### src/rtl/ev20_pc_unit_if.sv
// ev20_pc_unit_if: decoder-to-PC-unit control strobes/targets and PC/return-stack status.
// master = instruction decoder side, slave = PC unit.
interface ev20_pc_unit_if #(parameter int AW = 11, parameter int DEPTH = 4);
   localparam int DW = $clog2(DEPTH) + 1;
   logic          stall, jump, branch, call, ret;
   logic [AW-1:0] jump_addr, branch_off, pc;
   logic          stack_full, stack_empty, stack_err;
   logic [DW-1:0] depth_cnt;
   modport master (
      output stall, jump, jump_addr, branch, branch_off, call, ret,
      input  pc, stack_full, stack_empty, stack_err, depth_cnt
   );
   modport slave (
      input  stall, jump, jump_addr, branch, branch_off, call, ret,
      output pc, stack_full, stack_empty, stack_err, depth_cnt
   );
endinterface

### src/rtl/ev20_pc_unit.sv
// ev20_pc_unit: EV20 program counter with relative branch, stall and call/return stack.
// Define EV20_PC_TRAP_EN to redirect stack overflow/underflow to TRAP_VECTOR.
module ev20_pc_unit #(
   parameter int            AW          = 11,
   parameter int            DEPTH       = 4,
   parameter logic [AW-1:0] RESET_PC    = '0,
   parameter logic [AW-1:0] TRAP_VECTOR = AW'(2047)
) (
   input logic            clk,
   input logic            res,
   ev20_pc_unit_if.slave  bus
);
   localparam int PW = $clog2(DEPTH);
   localparam int DW = PW + 1;
   logic [AW-1:0] stack_q [DEPTH];
   logic [AW-1:0] pc_q, pc_d, pc_inc, err_pc, top;
   logic [DW-1:0] depth_q, depth_d;
   logic          err_q, err_d, push, empty, full;
   assign pc_inc = pc_q + AW'(1);
   assign empty  = depth_q == '0;
   assign full   = depth_q == DW'(DEPTH);
   assign top    = stack_q[PW'(depth_q - DW'(1))];
`ifdef EV20_PC_TRAP_EN
   assign err_pc = TRAP_VECTOR;
`else
   logic unused_trap;
   assign unused_trap = ^TRAP_VECTOR;
   assign err_pc      = pc_inc;
`endif
   always_comb begin
      pc_d    = pc_inc;
      depth_d = depth_q;
      err_d   = err_q;
      push    = 1'b0;
      if (bus.stall) begin
         pc_d = pc_q;
      end else if (bus.ret) begin
         err_d   = err_q | empty;
         pc_d    = empty ? err_pc : top;
         depth_d = empty ? depth_q : depth_q - DW'(1);
      end else if (bus.call) begin
         err_d   = err_q | full;
         push    = !full;
         pc_d    = full ? err_pc : bus.jump_addr;
         depth_d = full ? depth_q : depth_q + DW'(1);
      end else if (bus.jump) begin
         pc_d = bus.jump_addr;
      end else if (bus.branch) begin
         pc_d = pc_q + bus.branch_off;
      end
   end
   always_ff @(posedge clk) begin
      if (res) begin
         pc_q    <= RESET_PC;
         depth_q <= '0;
         err_q   <= 1'b0;
      end else begin
         pc_q    <= pc_d;
         depth_q <= depth_d;
         err_q   <= err_d;
      end
   end
   // Return addresses need no reset: occupancy alone decides what is valid.
   always_ff @(posedge clk) begin
      if (push && !res) stack_q[depth_q[PW-1:0]] <= pc_inc;
   end
   assign bus.pc          = pc_q;
   assign bus.depth_cnt   = depth_q;
   assign bus.stack_full  = full;
   assign bus.stack_empty = empty;
   assign bus.stack_err   = err_q;
endmodule

### src/flat_wrapper.sv
// flat-port wrapper written by rule: the top's interface ports become plain ports
module ev20_pc_unit_flat 
#(
   parameter int            AW          = 11,
   parameter int            DEPTH       = 4,
   parameter logic [AW-1:0] RESET_PC    = '0,
   parameter logic [AW-1:0] TRAP_VECTOR = AW'(2047)
)
  (clk, res, bus_stall, bus_jump, bus_jump_addr, bus_branch, bus_branch_off, bus_call, bus_ret, bus_pc, bus_stack_full, bus_stack_empty, bus_stack_err, bus_depth_cnt);
  ev20_pc_unit_if #(.AW(AW), .DEPTH(DEPTH)) bus_i ();
  input logic clk;
  input logic res;
  input wire logic [$bits(bus_i.stall)-1:0] bus_stall;
  input wire logic [$bits(bus_i.jump)-1:0] bus_jump;
  input wire logic [$bits(bus_i.jump_addr)-1:0] bus_jump_addr;
  input wire logic [$bits(bus_i.branch)-1:0] bus_branch;
  input wire logic [$bits(bus_i.branch_off)-1:0] bus_branch_off;
  input wire logic [$bits(bus_i.call)-1:0] bus_call;
  input wire logic [$bits(bus_i.ret)-1:0] bus_ret;
  output wire logic [$bits(bus_i.pc)-1:0] bus_pc;
  output wire logic [$bits(bus_i.stack_full)-1:0] bus_stack_full;
  output wire logic [$bits(bus_i.stack_empty)-1:0] bus_stack_empty;
  output wire logic [$bits(bus_i.stack_err)-1:0] bus_stack_err;
  output wire logic [$bits(bus_i.depth_cnt)-1:0] bus_depth_cnt;
  assign bus_i.stall = bus_stall;
  assign bus_i.jump = bus_jump;
  assign bus_i.jump_addr = bus_jump_addr;
  assign bus_i.branch = bus_branch;
  assign bus_i.branch_off = bus_branch_off;
  assign bus_i.call = bus_call;
  assign bus_i.ret = bus_ret;
  assign bus_pc = bus_i.pc;
  assign bus_stack_full = bus_i.stack_full;
  assign bus_stack_empty = bus_i.stack_empty;
  assign bus_stack_err = bus_i.stack_err;
  assign bus_depth_cnt = bus_i.depth_cnt;
  ev20_pc_unit #(.AW(AW), .DEPTH(DEPTH), .RESET_PC(RESET_PC), .TRAP_VECTOR(TRAP_VECTOR)) u_core (.clk(clk), .res(res), .bus(bus_i));
endmodule
### config.mk
export PLATFORM = sky130hd
export DESIGN_NAME = ev20_pc_unit_flat
export DESIGN_NICKNAME = d
export VERILOG_FILES = /design/src/rtl/ev20_pc_unit_if.sv /design/src/rtl/ev20_pc_unit.sv /design/src/flat_wrapper.sv
export SDC_FILE = /design/constraint.sdc
export NUM_CORES = 1
export LEC_CHECK = 0
export CAP_MARGIN = 0
export CORE_UTILIZATION = 45
export DETAILED_ROUTE_END_ITERATION = 6
export MAX_ROUTING_LAYER = met4
export PLACE_DENSITY = 0.68
export SYNTH_ARGS = -nofsm -noshare
export SYNTH_HDL_FRONTEND = slang
export SYNTH_SLANG_ARGS = --single-unit
### constraint.sdc
create_clock -name clk -period 7 [get_ports clk]
set_clock_uncertainty 0.2 [all_clocks]
set_input_delay 1.4 -clock clk [delete_from_list [all_inputs] [get_ports clk]]
set_output_delay 1.4 -clock clk [all_outputs]
set_load 0.01 [all_outputs]
==> report_table.html, run 1 <==
<table>
<tr><th>Metric</th><th>Value</th></tr>
<tr><th colspan="2">Logic synthesis</th></tr>
<tr><td>Synthesized-area fraction occupied by adder cells</td><td>6.96%</td></tr>
<tr><td>Count of yosys warnings during synthesis</td><td>0</td></tr>
<tr><td>Area fraction in compound gates after synthesis</td><td>14.9%</td></tr>
<tr><td>Post-Syn Instances</td><td>291</td></tr>
<tr><td>Cell area after technology mapping</td><td>3340 µm²</td></tr>
<tr><td>Primary flip-flop cell chosen by synthesis mapping</td><td>edfxtp_1</td></tr>
<tr><td>Portion of synthesized cell area occupied by the leading cell type</td><td>39.5%</td></tr>
<tr><td>Register bit total from synthesis</td><td>59</td></tr>
<tr><td>Count of flip-flops with a built-in enable after synthesis</td><td>44</td></tr>
<tr><td>Asr flop ratio synth</td><td>0%</td></tr>
<tr><td>Multiplexer fraction of the synthesized cell area</td><td>about 8.7%</td></tr>
<tr><td>Count of different cell masters after synthesis</td><td>51</td></tr>
<tr><td>Synth Area per Inst</td><td>approximately 11 µm²</td></tr>
<tr><td>Leading cell types by total area after synthesis</td><td>edfxtp_1, dfxtp_1, mux4_2</td></tr>
<tr><td>Most common library cells after synthesis</td><td>edfxtp_1, inv_1, ha_1, nand2_1, nor2_1</td></tr>
<tr><td>Part of the Yosys area used for sequential elements</td><td>48.5%</td></tr>
<tr><td>Mapped Nets</td><td>between 300 and 400</td></tr>
<tr><td>Library cell with the largest summed area after synthesis</td><td>edfxtp_1</td></tr>
<tr><td>Most repeated cell in the gate-level netlist after synthesis</td><td>edfxtp_1</td></tr>
<tr><td>Post-synthesis simple-gate area fraction</td><td>11.4%</td></tr>
<tr><td>Xor and xnor fraction of the mapped netlist area</td><td>5.24%</td></tr>
<tr><td>Main combinational cell family by area after synthesis</td><td>compound AO/OA/AOI/OAI gates</td></tr>
<tr><th colspan="2">Routing</th></tr>
<tr><td>Vias per cell</td><td>5.78</td></tr>
<tr><td>Total routed wire length on the met1 layer</td><td>3.40 mm</td></tr>
<tr><td>DRT antenna net count</td><td>0</td></tr>
<tr><td>Iteration-0 DRC Markers</td><td>221</td></tr>
<tr><td>Met3 Routed Length</td><td>between 500 and 600 µm</td></tr>
<tr><td>Total wire length</td><td>approximately 7.8 mm</td></tr>
<tr><td>WL per Instance</td><td>17.8 µm</td></tr>
<tr><td>DR DRC count</td><td>0</td></tr>
<tr><td>Top routing layer used</td><td>met4</td></tr>
<tr><td>Total via count in the routed design</td><td>about 2500</td></tr>
<tr><td>Detailed-router iteration count before antenna repair</td><td>5</td></tr>
<tr><td>Total met2 wirelength after detailed routing</td><td>3.69 mm</td></tr>
<tr><th colspan="2">Timing</th></tr>
<tr><td>Final sum of negative setup slack</td><td>0 ns</td></tr>
<tr><td>Max Fclk</td><td>284 MHz</td></tr>
<tr><td>Worst slew slack as a fraction of its limit</td><td>~46%</td></tr>
<tr><td>Final Critical Period</td><td>3.52 ns</td></tr>
<tr><td>Final max-slew violation count</td><td>0</td></tr>
<tr><td>Setup ws final</td><td>around 3.5 ns</td></tr>
<tr><td>Hold slack final</td><td>roughly 0.32 ns</td></tr>
<tr><td>Period utilisation layout</td><td>about half</td></tr>
<tr><td>Count of endpoints failing setup in the final report</td><td>0</td></tr>
<tr><td>Unrepaired setup endpoints after global routing</td><td>no</td></tr>
<tr><td>Worst slew pin tran</td><td>0.805 ns</td></tr>
<tr><td>Fin. Hold Viols</td><td>0</td></tr>
<tr><th colspan="2">Die</th></tr>
<tr><td>Floorplan core area</td><td>between 7000 and 8000 µm²</td></tr>
<tr><td>Die height</td><td>88.2 µm</td></tr>
<tr><td>Width of the die</td><td>just under 90 µm</td></tr>
<tr><td>Overall die area</td><td>7780 µm²</td></tr>
<tr><td>Number of placement rows</td><td>31</td></tr>
<tr><td>Initial Util</td><td>46.4%</td></tr>
<tr><td>I/O pins</td><td>46</td></tr>
<tr><th colspan="2">Critical path</th></tr>
<tr><td>Slowest stage cell on the critical path</td><td>clkdlybuf4s50_1</td></tr>
<tr><td>Largest incremental delay on the critical path</td><td>between 0.6 and 0.7 ns</td></tr>
<tr><td>Top cell family by delay on the critical path</td><td>simple AND/OR/NAND/NOR gates</td></tr>
<tr><td>Endpoint class of the critical path</td><td>flip-flop</td></tr>
<tr><td>Worst Path Required</td><td>slightly below 7 ns</td></tr>
<tr><td>Cell-by-cell trace of the critical path</td><td>clkdlybuf4s50_1 &gt; inv_1 &gt; nand3_1 &gt; nor3_1 &gt; and2_1</td></tr>
<tr><td>Buf/Inv on CP</td><td>2</td></tr>
<tr><td>Maximum fanout along the worst path</td><td>15</td></tr>
<tr><td>Nature of the critical path startpoint</td><td>primary input</td></tr>
<tr><td>Kind of critical path</td><td>in2reg</td></tr>
<tr><td>Critical path arrival</td><td>3.28 ns</td></tr>
<tr><th colspan="2">Clock network</th></tr>
<tr><td>Max Root-Sink Buffers</td><td>2</td></tr>
<tr><td># hold bufs at CTS</td><td>0</td></tr>
<tr><td>Reg clk slew, reported paths</td><td>roughly 0.06 ns</td></tr>
<tr><td>Worst skew pair latency</td><td>0.33 ns</td></tr>
<tr><td>Number of clock buffers inserted by TritonCTS</td><td>9</td></tr>
<tr><td>Number of setup buffers added after CTS</td><td>0</td></tr>
<tr><td>Number of cells upsized or downsized after cts</td><td>0</td></tr>
<tr><td>Total clock sinks</td><td>~60</td></tr>
<tr><td>Clock tree from TritonCTS</td><td>done</td></tr>
<tr><td>Number of levels the H-tree was split into</td><td>3</td></tr>
<tr><td>Clock root buffer</td><td>clkbuf_8</td></tr>
<tr><th colspan="2">Power</th></tr>
<tr><td>Ratio of total power to cell area</td><td>around 230 nW/µm²</td></tr>
<tr><td>Worst VDD drop</td><td>about 0.00014 V</td></tr>
<tr><td>Leakage power of the design</td><td>0.00144 µW</td></tr>
<tr><th colspan="2">Place</th></tr>
<tr><td>Minimum setup slack after placement</td><td>3.16 ns</td></tr>
<tr><td>Final HPWL DP</td><td>5.62 mm</td></tr>
<tr><td>Routability Congestion</td><td>between 0.8 and 0.9</td></tr>
<tr><td>Port Buf Inserts</td><td>45</td></tr>
<tr><th colspan="2">Layout</th></tr>
<tr><td>Synth-to-layout area growth</td><td>22.0%</td></tr>
<tr><td>Total inserted antenna cells</td><td>0</td></tr>
<tr><td>NumNets Final</td><td>383</td></tr>
<tr><td>Ratio of cells with drive above 1 in the final layout</td><td>between 9 and 10%</td></tr>
<tr><th colspan="2">Global routing</th></tr>
<tr><td>Global router's overall resource usage</td><td>~22%</td></tr>
<tr><td>Grt ovf</td><td>0</td></tr>
<tr><td>Via count of the first global-routing pass</td><td>2335</td></tr>
<tr><td>Number of antenna violations at the first check in global routing</td><td>0</td></tr>
<tr><td>Largest net degree at the start of global routing</td><td>21</td></tr>
<tr><td>First-pass GRT wire length</td><td>11.9 mm</td></tr>
<tr><th colspan="2">Status</th></tr>
<tr><td>Result of the run</td><td>completed</td></tr>
<tr><th colspan="2">Hold path</th></tr>
<tr><td>Tightest Hold Check Type</td><td>reg2reg</td></tr>
<tr><th colspan="2">Job</th></tr>
<tr><td>Number of max-capacitance violations reported</td><td>0</td></tr>
</table>
==> metrics by stage <==
stage	total power, µW	std cells	cell area (µm²)	util [%]
6_report	935	440	4080	56.6
3_5_place_dp	615	424	3870	53.7
5_1_grt	975	440	4080	56.6
2_1_floorplan	542	291	3340	-
3_3_place_gp	613	424	3870	53.7
4_1_cts	940	440	4080	56.6
==> report_power, final <==
group	internal, µW	total [µW]	switching [µW]
clock network	197	326	129
logic	98.7	206	107
registers	390	404	13.1
total	687	935	249
==> worst register-to-register path, stage by stage (launching register included) <==
cell	delay [ns]
dfxtp_1	0.40
inv_1	0.09
ha_1	0.23
ha_1	0.28
inv_1	0.13
nand3_1	0.14
nor3_1	0.27
and2_1	0.55
==> placed cells by master, fill, tap and decap left out, types with 3 or more instances in the layout <==
master / synthesis / routed
xor2_1: 6 / 6
nand2b_1: 6 / 6
and2_1: 5 / 5
inv_1: 22 / 22
nand4_1: 4 / 4
edfxtp_1: 44 / 44
a211oi_1: 3 / 3
nor2b_1: 5 / 5
a221oi_1: 11 / 11
ha_1: 17 / 17
o21ai_0: 12 / 12
dfxtp_1: 15 / 15
a21o_1: 4 / 4
o21bai_1: 3 / 3
mux4_2: 11 / 11
nand3_1: 8 / 8
nor2_1: 16 / 16
nand2_1: 17 / 17
clkbuf_8: 0 / 9
nor3_1: 6 / 6
a31oi_1: 6 / 6
o21a_1: 4 / 4
clkdlybuf4s50_1: 0 / 45
xnor2_1: 14 / 14
a21oi_1: 10 / 10
a22oi_1: 4 / 4
==> cells by family (layout without fill, tap and decap cells) <==
kind of cell	after synthesis	after routing
fa+ha+maj	18	18
xor+xnor	20	20
buf+inv	35	85
mux	15	15
compound gates	70	70
simple gates	74	74
flops	59	59
==> registers in the layout, summed over array words and instances (netlist names) <==
name,flops
u_core.stack_q,44
u_core.bus.stack_err,1
u_core.bus.depth_cnt,3
u_core.bus.pc,11
==> metal layers <==
layer	vias to the layer above	track usage [%]
met1	1224	28.8
met5	-	-
li1	1188	-
met4	0	6.89
met3	13	5.78
met2	116	32.6
==> cell type report <==
type / count / area (µm²)
inverters: 22 / 82.6
clock buffers: 10 / 128
fillers: 648 / 3130
clock inverters: 6 / 80.1
well taps: 99 / 124
flip-flops and latches: 59 / 1620
repair buffers: 47 / 465
multi-input cells: 197 / 1580
==> worst paths after layout <==
kind	slack [ns]	to	startpoint	cells after the start
worst max register to register	4.33	u_core.stack_q[2][3]	u_core.bus.depth_cnt[1]	7
worst max-delay path	3.48	u_core.stack_q[2][3]	bus_ret	5
worst min register to register	0.32	u_core.bus.stack_err	u_core.bus.stack_err	2
worst min-delay path	0.32	u_core.bus.stack_err	u_core.bus.stack_err	2
Note: power is estimated with default switching activity, not from simulation.
==> run 2: changes to the inputs <==
- PLACE_DENSITY: 0.68 -> 0.7
- clock period: 7 -> 3 ns (I/O delays scaled with it)
==> report_table.html, run 2 (synthesis gave the netlist of run 1 again) <==
<table>
<tr><th>Metric</th><th>Value</th></tr>
<tr><th colspan="2">Status</th></tr>
<tr><td>Result of the run</td><td>completed</td></tr>
<tr><th colspan="2">Critical path</th></tr>
<tr><td>Top cell family by delay on the critical path</td><td>buffers and inverters</td></tr>
<tr><td>Buf/Inv on CP</td><td>2 (unchanged)</td></tr>
<tr><td>Kind of critical path</td><td>reg2out</td></tr>
<tr><td>Most used cell, CP</td><td>ha_1</td></tr>
<tr><td>Nature of the critical path startpoint</td><td>flip-flop</td></tr>
<tr><td>Endpoint class of the critical path</td><td>primary output</td></tr>
<tr><td>Maximum fanout along the worst path</td><td>5 (-10)</td></tr>
<tr><td>Cell-by-cell trace of the critical path</td><td>inv_1 &gt; ha_1 &gt; ha_1 &gt; clkdlybuf4s50_1</td></tr>
<tr><td>Worst Path Required</td><td>2.20 ns (-4.56 ns)</td></tr>
<tr><td>Slowest stage cell on the critical path</td><td>clkdlybuf4s50_1</td></tr>
<tr><td>Largest incremental delay on the critical path</td><td>0.58 ns (-0.08 ns)</td></tr>
<tr><td>Critical path arrival</td><td>1.91 ns (-1.37 ns)</td></tr>
<tr><th colspan="2">Place</th></tr>
<tr><td>Routability Congestion</td><td>0.835 (-4.0%)</td></tr>
<tr><td>Port Buf Inserts</td><td>45 (unchanged)</td></tr>
<tr><td>Placed insts</td><td>441 (+4.0%)</td></tr>
<tr><td>Final HPWL DP</td><td>6.05 mm (+7.7%)</td></tr>
<tr><th colspan="2">Power</th></tr>
<tr><td>Switching component of the power</td><td>630 µW (+150%)</td></tr>
<tr><td>Relative contribution of the clock network to total power</td><td>34.0% (-0.9 points)</td></tr>
<tr><td>Worst VDD drop</td><td>0.000394 V (+180%)</td></tr>
<tr><td>Total Power</td><td>2180 µW (+130%)</td></tr>
<tr><td>Cell-internal power</td><td>1550 µW (+130%)</td></tr>
<tr><td>Share of total power in combinational logic</td><td>22.9% (+0.9 points)</td></tr>
<tr><td>Leakage power of the design</td><td>0.00154 µW (+6.8%)</td></tr>
<tr><td>Ratio of total power to cell area</td><td>513 nW/µm² (+120%)</td></tr>
<tr><td>Power share of the sequential group</td><td>43.1% (about the same)</td></tr>
<tr><td>Switching share of power</td><td>28.9% (+2.3 points)</td></tr>
<tr><th colspan="2">Timing</th></tr>
<tr><td>Count of endpoints failing setup in the final report</td><td>0 (unchanged)</td></tr>
<tr><td>Final Critical Period</td><td>2.71 ns</td></tr>
<tr><td>Worst slew slack as a fraction of its limit</td><td>62.2% (+16 points)</td></tr>
<tr><td>Worst slew pin tran</td><td>0.565 ns (-0.240 ns)</td></tr>
<tr><td>Max Fclk</td><td>368 MHz</td></tr>
<tr><td>Period utilisation layout</td><td>roughly nine tenths</td></tr>
<tr><td>Unrepaired setup endpoints after global routing</td><td>no</td></tr>
<tr><td>Final sum of negative setup slack</td><td>0 ns (unchanged)</td></tr>
<tr><td>Fin. Hold Viols</td><td>0 (unchanged)</td></tr>
<tr><td>Final max-slew violation count</td><td>0 (unchanged)</td></tr>
<tr><th colspan="2">Job</th></tr>
<tr><td>Number of max-capacitance violations reported</td><td>0 (unchanged)</td></tr>
<tr><th colspan="2">Layout</th></tr>
<tr><td>Total inserted antenna cells</td><td>0 (unchanged)</td></tr>
<tr><td>Sequential Area</td><td>1620 µm² (unchanged)</td></tr>
<tr><td>Number of flip-flops under the largest register name</td><td>44 (unchanged)</td></tr>
<tr><td>Leading cell types in the layout, fill and taps excluded</td><td>clkdlybuf4s50_1, edfxtp_1, inv_1, nand2_1, ha_1</td></tr>
<tr><td>Footprint of the multi-input gates</td><td>1580 µm² (unchanged)</td></tr>
<tr><td>Commonest non-fill, non-tap cell in the layout</td><td>clkdlybuf4s50_1</td></tr>
<tr><td>Ratio of cells with drive above 1 in the final layout</td><td>14.8% (+5.1 points)</td></tr>
<tr><td>Count of filler cells inserted in the layout</td><td>597 (-7.9%)</td></tr>
<tr><td>Post-route non-filler standard cell count</td><td>457 (+3.9%)</td></tr>
<tr><td>Synth-to-layout area growth</td><td>27.2%</td></tr>
<tr><td>NumNets Final</td><td>400 (+4.4%)</td></tr>
<tr><th colspan="2">Clock network</th></tr>
<tr><td>Number of levels the H-tree was split into</td><td>3 (unchanged)</td></tr>
<tr><td>Reg clk slew, reported paths</td><td>0.07 ns (about the same)</td></tr>
<tr><td>Clock root buffer</td><td>clkbuf_8</td></tr>
<tr><td>Number of clock buffers inserted by TritonCTS</td><td>9 (unchanged)</td></tr>
<tr><td># hold bufs at CTS</td><td>0 (unchanged)</td></tr>
<tr><td>Number of setup buffers added after CTS</td><td>0 (unchanged)</td></tr>
<tr><td>Max Root-Sink Buffers</td><td>2 (unchanged)</td></tr>
<tr><td>Number of cells upsized or downsized after cts</td><td>0 (unchanged)</td></tr>
<tr><td>Clock tree from TritonCTS</td><td>done</td></tr>
<tr><td>Total clock sinks</td><td>59 (unchanged)</td></tr>
<tr><td>Worst skew pair latency</td><td>0.34 ns (about the same)</td></tr>
<tr><th colspan="2">Routing</th></tr>
<tr><td>Iteration-0 DRC Markers</td><td>168 (-24%)</td></tr>
<tr><td>WL per Instance</td><td>17.6 µm (-1.0%)</td></tr>
<tr><td>Detailed-router iteration count before antenna repair</td><td>5 (unchanged)</td></tr>
<tr><td>DR DRC count</td><td>0 (unchanged)</td></tr>
<tr><td>Total via count in the routed design</td><td>2619 (+3.1%)</td></tr>
<tr><td>Total wire length</td><td>8.03 mm (+2.8%)</td></tr>
<tr><td>Vias per cell</td><td>5.73 (-0.76%)</td></tr>
<tr><td>DRT antenna net count</td><td>0 (unchanged)</td></tr>
<tr><th colspan="2">Die</th></tr>
<tr><td>I/O pins</td><td>46 (unchanged)</td></tr>
<tr><td>Number of placement rows</td><td>31 (unchanged)</td></tr>
<tr><td>Floorplan core area</td><td>7210 µm² (unchanged)</td></tr>
<tr><td>Overall die area</td><td>7780 µm² (unchanged)</td></tr>
<tr><td>Width of the die</td><td>88.2 µm (unchanged)</td></tr>
<tr><td>Initial Util</td><td>46.4% (unchanged)</td></tr>
<tr><td>Die height</td><td>88.2 µm (unchanged)</td></tr>
<tr><th colspan="2">Hold path</th></tr>
<tr><td>Tightest Hold Check Type</td><td>reg2reg</td></tr>
<tr><th colspan="2">Global routing</th></tr>
<tr><td>Number of antenna violations at the first check in global routing</td><td>0 (unchanged)</td></tr>
<tr><td>Global router's overall resource usage</td><td>23.1% (+1.4 points)</td></tr>
<tr><td>First-pass GRT wire length</td><td>12.7 mm (+6.1%)</td></tr>
<tr><td>Largest net degree at the start of global routing</td><td>16 (-24%)</td></tr>
<tr><td>Via count of the first global-routing pass</td><td>2491 (+6.7%)</td></tr>
<tr><td>Grt ovf</td><td>0 (unchanged)</td></tr>
</table>
==> run 2: cell count changes in the layout (fill, tap and decap cells not counted) <==
cell and delta:
clkinv_1 -2, buf_4 +13, clkinv_4 +1, bufinv_16 -1, clkbuf_1 -1, inv_6 +4
buf_12 +4, clkinv_2 -1
==> run 2: power by group through the flow <==
stage,Sequential (µW),Combinational [µW],Clock (µW)
final,942,500,742
after floorplan,961,304,0
after global placement,959,490,0
after CTS,941,500,765
after detailed placement,959,496,0
after global routing,945,545,795
==> run 2: worst reg2reg max path, delay by kind of cell, from the launching register on <==
| family | cells | cell delay, ns |
|---|---|---|
| AO/OA/AOI/OAI | 4 | 0.78 |
| buffers and inverters | 1 | 0.10 |
| adder cells (fa/ha/maj) | 2 | 0.52 |
| AND/OR/NAND/NOR | 1 | 0.45 |
| flip-flops | 1 | 0.41 |
==> run 2: path summary, 6_finish.rpt <==
kind | start | to | slack (ns) | cells past startpoint
max reg2reg | u_core.bus.depth_cnt[1] | u_core.bus.pc[7] | 0.45 | 8
max | u_core.bus.depth_cnt[1] | bus_stack_full | 0.29 | 4
min | u_core.bus.stack_err | u_core.bus.stack_err | 0.30 | 2
min reg2reg | u_core.bus.stack_err | u_core.bus.stack_err | 0.30 | 2
==> run 2: per-layer routing <==
| metal | global-route usage, % | routed length, µm | share of wire (%) | vias to the layer above |
|---|---|---|---|---|
| li1 | - | - | - | 1225 |
| met1 | 30.4 | 3510 | 44 | 1269 |
| met2 | 35.2 | 3810 | 47 | 113 |
| met5 | - | 0 | 0 | - |
| met3 | 7.00 | 594 | 7.4 | 12 |
| met4 | 5.87 | 116 | 1.4 | 0 |
==> run 2: per-stage QoR <==
stage	instance area (µm²)	worst slack, ns	hold WS (ns)	util, %
after floorplan	3340	0.374	0.305	-
after global placement	4050	0.0833	0.269	56.1
after detailed placement	4050	0.00571	0.280	56.1
after CTS	4260	0.264	0.301	59.0
after global routing	4260	0.161	0.328	59.0
final	4260	0.286	0.300	59.0
==> run 2: cell type report <==
cell class	instances	area share [%]
clock buffers	9	2.91
clock inverters	7	1.91
inverters	22	1.94
multi-input cells	197	37.1
flip-flops and latches	59	38.1
well taps	99	2.91
repair buffers	64	15.1
